<file path="config.mk">
export PLATFORM = sky130hd
export DESIGN_NAME = l1_l2_arbiter
export DESIGN_NICKNAME = d
export VERILOG_FILES = /design/src/rtl/l1_l2_arbiter_pkg.sv /design/src/rtl/l1_l2_arbiter_streak_counter.sv /design/src/rtl/l1_l2_arbiter.sv
export SDC_FILE = /design/constraint.sdc
export NUM_CORES = 1
export LEC_CHECK = 0
export CAP_MARGIN = 20
export CORE_AREA = 4 4 267 269
export CTS_CLUSTER_DIAMETER = 30
export CTS_CLUSTER_SIZE = 30
export DETAILED_ROUTE_END_ITERATION = 6
export DIE_AREA = 0 0 271 273
export PLACE_DENSITY_LB_ADDON = 0.08
export SLEW_MARGIN = 10
export SYNTH_ARGS = -nofsm -noshare
export SYNTH_HDL_FRONTEND = slang
export SYNTH_SLANG_ARGS = --single-unit
</file>
<file path="constraint.sdc">
create_clock -name clk -period 4.6 [get_ports clk]
set_clock_uncertainty 0.15 [all_clocks]
set_input_delay 0.69 -clock clk [delete_from_list [all_inputs] [get_ports clk]]
set_output_delay 0.69 -clock clk [all_outputs]
set_load 0.02 [all_outputs]
</file>
<file path="src/rtl/l1_l2_arbiter_pkg.sv">
// Shared types for the L1/L2 port arbiter: line/address aliases, FSM state
// encoding and the width helper for the D-streak counter.
package l1_l2_arbiter_pkg;

    typedef logic [15:0]  lc3b_word;
    typedef logic [127:0] lc3b_mem_data;
    typedef logic [15:0]  lc3b_pmem_addr;

    typedef enum bit [1:0] {
        arb_idle,
        arb_serve_i,
        arb_serve_d
    } lc3b_arb_state;

    // A zero-width counter is illegal, so fairness-off still gets one bit.
    function automatic int streak_width(input int max_streak);
        return (max_streak > 0) ? $clog2(max_streak + 1) : 1;
    endfunction

endpackage

</file>
<file path="src/rtl/l1_l2_arbiter_streak_counter.sv">
// Saturating count of consecutive D grants made while the I-cache was waiting;
// sat tells the arbiter it must hand the next tie to the I-cache.
module arb_streak_counter
    import l1_l2_arbiter_pkg::*;
#(
    parameter int MAX = 4
) (
    input  logic clk,
    input  logic reset,
    input  logic inc,
    input  logic clr,
    output logic sat
);

    localparam int W = streak_width(MAX);
    localparam logic [W-1:0] MAX_V = W'(MAX);

    logic [W-1:0] count_reg;

    always_ff @(posedge clk) begin
        if (reset) begin
            count_reg <= '0;
        end else if (clr) begin
            count_reg <= '0;
        end else if (inc && (count_reg != MAX_V)) begin
            count_reg <= count_reg + 1'b1;
        end
    end

    assign sat = (count_reg == MAX_V);

endmodule

</file>
<file path="src/rtl/l1_l2_arbiter.sv">
// Shares one L2 port between the L1 I- and D-caches, one transaction at a
// time; D wins ties until its streak against a waiting I hits MAX_D_STREAK.
module l1_l2_arbiter
    import l1_l2_arbiter_pkg::*;
#(
    parameter int MAX_D_STREAK = 4
) (
    input  logic          clk,
    input  logic          reset,
    input  logic          icache_pmem_read,
    input  lc3b_pmem_addr icache_pmem_address,
    output lc3b_mem_data  icache_pmem_rdata,
    output logic          icache_pmem_resp,
    input  logic          dcache_pmem_read,
    input  logic          dcache_pmem_write,
    input  lc3b_pmem_addr dcache_pmem_address,
    input  lc3b_mem_data  dcache_pmem_wdata,
    output lc3b_mem_data  dcache_pmem_rdata,
    output logic          dcache_pmem_resp,
    output logic          l2_read,
    output logic          l2_write,
    output lc3b_pmem_addr l2_address,
    output lc3b_mem_data  l2_wdata,
    input  lc3b_mem_data  l2_rdata,
    input  logic          l2_resp
);

    lc3b_arb_state state_reg, state_next;
    logic          op_write_reg, op_write_next;
    lc3b_pmem_addr addr_reg, addr_next;
    lc3b_mem_data  wdata_reg, wdata_next;

    logic d_pending, i_pending, d_wins;
    logic streak_inc, streak_clr, streak_sat;

    arb_streak_counter #(.MAX(MAX_D_STREAK)) u_streak (
        .clk   (clk),
        .reset (reset),
        .inc   (streak_inc),
        .clr   (streak_clr),
        .sat   (streak_sat)
    );

    assign d_pending = dcache_pmem_read | dcache_pmem_write;
    assign i_pending = icache_pmem_read;
    assign d_wins    = d_pending &&
                       (!i_pending || !streak_sat || (MAX_D_STREAK == 0));

    always_ff @(posedge clk) begin
        if (reset) begin
            state_reg    <= arb_idle;
            op_write_reg <= 1'b0;
            addr_reg     <= '0;
            wdata_reg    <= '0;
        end else begin
            state_reg    <= state_next;
            op_write_reg <= op_write_next;
            addr_reg     <= addr_next;
            wdata_reg    <= wdata_next;
        end
    end

    always_comb begin
        state_next        = state_reg;
        op_write_next     = op_write_reg;
        addr_next         = addr_reg;
        wdata_next        = wdata_reg;
        streak_inc        = 1'b0;
        streak_clr        = 1'b0;
        icache_pmem_rdata = '0;
        icache_pmem_resp  = 1'b0;
        dcache_pmem_rdata = '0;
        dcache_pmem_resp  = 1'b0;
        l2_read           = 1'b0;
        l2_write          = 1'b0;
        l2_address        = '0;
        l2_wdata          = '0;

        case (state_reg)
            arb_idle: begin
                if (d_wins) begin
                    state_next    = arb_serve_d;
                    addr_next     = dcache_pmem_address;
                    wdata_next    = dcache_pmem_wdata;
                    // Read+write together is illegal; the write takes precedence.
                    op_write_next = dcache_pmem_write;
                    streak_inc    = i_pending;
                    streak_clr    = !i_pending;
                end else if (i_pending) begin
                    state_next    = arb_serve_i;
                    addr_next     = icache_pmem_address;
                    wdata_next    = '0;
                    op_write_next = 1'b0;
                    streak_clr    = 1'b1;
                end
            end
            arb_serve_i: begin
                l2_read    = !op_write_reg;
                l2_write   = op_write_reg;
                l2_address = addr_reg;
                l2_wdata   = wdata_reg;
                if (l2_resp) begin
                    icache_pmem_resp  = 1'b1;
                    icache_pmem_rdata = l2_rdata;
                    state_next        = arb_idle;
                end
            end
            arb_serve_d: begin
                l2_read    = !op_write_reg;
                l2_write   = op_write_reg;
                l2_address = addr_reg;
                l2_wdata   = wdata_reg;
                if (l2_resp) begin
                    dcache_pmem_resp  = 1'b1;
                    dcache_pmem_rdata = l2_rdata;
                    state_next        = arb_idle;
                end
            end
            default: state_next = arb_idle;
        endcase

        // Reset silences the port immediately, even mid-transaction.
        if (reset) begin
            icache_pmem_rdata = '0;
            icache_pmem_resp  = 1'b0;
            dcache_pmem_rdata = '0;
            dcache_pmem_resp  = 1'b0;
            l2_read           = 1'b0;
            l2_write          = 1'b0;
            l2_address        = '0;
            l2_wdata          = '0;
        end
    end

    always_ff @(posedge clk) begin
        if (!reset) begin
            assert (!(dcache_pmem_read && dcache_pmem_write))
                else $warning("dcache read and write asserted together; treated as write");
        end
    end

endmodule
</file>
==> results by group <==
Route
  • Drc violations: 0
  • Via density: 3.680
  • Via count: 9,406
  • First-pass DRT Iterations: 4
  • Total Wirelength: 61.67 mm
  • Routed Antenna Nets: 0
  • Wirelength per Cell: 24.13 um
  • Drt initial violations: 402

Finish
  • Max reg flops: 128
  • Total of fill cells in the finished design: 7,473
  • Final std cells w/o fill: 2,556
  • Share of layout cells above drive strength 1: 6.498%
  • Area grow syn2layout: 102.0%
  • Nets@finish: 1,904

Logic synthesis
  • YS warnings: 0
  • Most numerous cell in the Yosys netlist: and2_1
  • Syn nets: 1,265
  • Post-synth ARST share: 0%
  • Synth area leaders: dfxtp_1 36%, and2_1 31%, a22o_1 5.4%
  • Seq/Total Area, Yosys: 36.48%
  • Number of synthesized register bits: 150
  • Syn_area_per_cell: 8.539 um^2
  • Synthesized area: 8232 um^2
  • Count of different cell masters after synthesis: 36
  • Number of flops mapped to enable cells by yosys: 0
  • Top FF cell, synth: dfxtp_1
  • Post-synth top area share: 36.48%
  • Top cells by count, synth: 403 x and2_1, 150 x dfxtp_1, 51 x a22o_1
  • Post-Synthesis Cells: 964
  • Top cell type by total area after synthesis: dfxtp_1

Worst setup path
  • Reg2reg setup slack: 1.63 ns
  • Crit Path Class: flop to output port
  • Critical Path Sink Type: output port
  • Crit path from: state_reg[0]$_SDFFE_PP0P_
  • Worst Path Arrival: 2.96 ns
  • Worst-path fanout max: 98
  • WP data required: 3.76 ns
  • Startpoint Class: flop
  • R2R Path Start: u_streak.count_reg[0]$_SDFFE_PP0P_

Outcome
  • Status: finished, final reports clean

Floorplan
  • Die area: 73,980 um^2
  • Chip height: 273 um
  • Starting Density: 12.00%
  • Top Ports: 698
  • Die X: 271 um
  • CORE AREA: 68,590 um^2
  • Row count: 96

Timing
  • Crit path time final: 3.802 ns
  • Final setup TNS: 0 ns
  • Final setup fails: 0
  • Fin. Hold Viols: 0
  • Worst slew pin tran: 1.066 ns
  • RSZ-0062 raised after global routing: no
  • Slew Limit Fails: 0
  • Max Freq: 0.2630 GHz
  • Slew Limit Headroom: 28.95%
  • Period utilization: 82.65%

Power
  • P_int: 2718 uW
  • Pwr Density: 239.7 nW/um^2
  • Clock power share: 36.2%
  • P_sw: 1268 uW
  • Sequential power share: 37.2%
  • Combinational fraction of design power: 26.6%
  • Leak: 0.006069 uW
  • Peak supply drop: 0.0002607 V
  • Switching share of power: 31.81%

Clock tree
  • Post_cts resized: 0
  • Clk slew on worst S/H paths: 0.07 ns
  • CTS H-Tree Depth: 4
  • CTS tree: done
  • Num CTS Buffers: 17
  • Clk sinks: 150
  • Root buffer cell: clkbuf_16
  • Clock buffer depth: 2
  • Worst skew pair latency: 0.46 ns
  • CTS Hold Buffers Added: 0
  • Post-CTS Setup Repair Bufs: 0

Global route
  • Initial antenna violation count: 15
  • Grt total ovfl: 0
  • First-pass GRT wire length: 83.03 mm
  • Vias in the first global route: 9,580
  • GRT Total Usage: 16.01%
  • Largest net degree at the start of global routing: 130

Hold path
  • Worst hold path class: flop to flop
  • Worst Hold Launch: wdata_reg[123]$_SDFFE_PP0P_

Placement
  • Placed cells: 2,515
  • Routability congestion estimate: 0.8842
  • Detailed Place HPWL: 49.82 mm
  • Port Buffers: 697

Job
  • Max Cap Viol: 0
## worst max-delay path: stages (launching register included)
cell and delay (ns):
dfxtp_1 0.36, inv_1 0.07, ha_1 0.32, nor2b_4 0.40, buf_12 0.33, and2_1 0.20
clkdlybuf4s50_1 0.69
## metal layers
| metal | wire length (um) | GRT usage [%] | up-vias |
|---|---|---|---|
| met1 | 24570 | 18.30 | 4482 |
| met3 | 4463 | 4.890 | 31 |
| met2 | 32080 | 29.61 | 361 |
| li1 | - | - | 4530 |
| met5 | 13 | 0 | - |
| met4 | 544 | 2.903 | 2 |
## through the flow
stage          power (uW)  setup WS [ns]  area (um^2)  util, %  hold slack [ns]
6_report             3986         0.7980        16630    24.25           0.2995
5_1_grt              4205         0.5376        16610    24.21           0.3222
4_1_cts              4097         0.6261        16610    24.21           0.3027
3_5_place_dp         2594         0.8430        16040    23.38           0.2922
3_3_place_gp         2597         0.8360        16040    23.38           0.2885
2_1_floorplan        1995          2.004         8232        -           0.2817
## area by class of cell
cell class	count	area [um^2]	share of cell area, %
diodes	9	22.52	0.1354
clock buffers	18	429.2	2.581
clock inverters	14	141.4	0.8502
inverters	7	26.28	0.1580
multi-input cells	710	4633	27.86
flip-flops and latches	150	3003	18.06
well taps	931	1165	7.005
repair buffers	717	7209	43.35
## cell usage in the layout, fill, tap and decap left out, drive strengths merged, types with 2 or more instances in the layout
cell           synthesis  final
nand3                 17     17
nand2b                 2      2
dfxtp                150    150
o21ai                 20     20
a22o                  92     92
diode                  0      9
clkinv                 0      4
clkdlybuf4s50          0    696
and3b                  2      2
ha                     7      7
nand4                 38     38
and2                 403    403
buf                   48     21
nor2b                  3      3
a311oi                16     16
nand2                 38     38
clkbuf                49     18
a21oi                 42     42
inv                    7     13
clkinvlp               0      3
nor2                  19     19
or3                    2      2
## power by group through the flow
| stage | Sequential, uW | Combinational (uW) | Clock, uW |
|---|---|---|---|
| after global placement | 1510 | 1090 | 0 |
| after floorplan | 1490 | 501 | 0 |
| after detailed placement | 1510 | 1080 | 0 |
| final | 1480 | 1060 | 1440 |
| after global routing | 1500 | 1140 | 1560 |
| after CTS | 1480 | 1090 | 1530 |
## cell families after synthesis
kind of cell | Yosys count | share of synthesized area [%]
AND/OR/NAND/NOR | 530 | 38.74
flip-flops | 150 | 36.48
adder cells (fa/ha/maj) | 7 | 1.064
AO/OA/AOI/OAI | 173 | 16.16
buffers and inverters | 104 | 7.554
## worst paths after layout
check,endpoint,depth (start not counted)
min reg2reg,wdata_reg[123]$_SDFFE_PP0P_,2
max reg2reg,addr_reg[13]$_SDFFE_PP0P_,10
min,wdata_reg[123]$_SDFFE_PP0P_,2
max,l2_wdata[57],6
No activity file was read; power rests on OpenSTA's default activity.
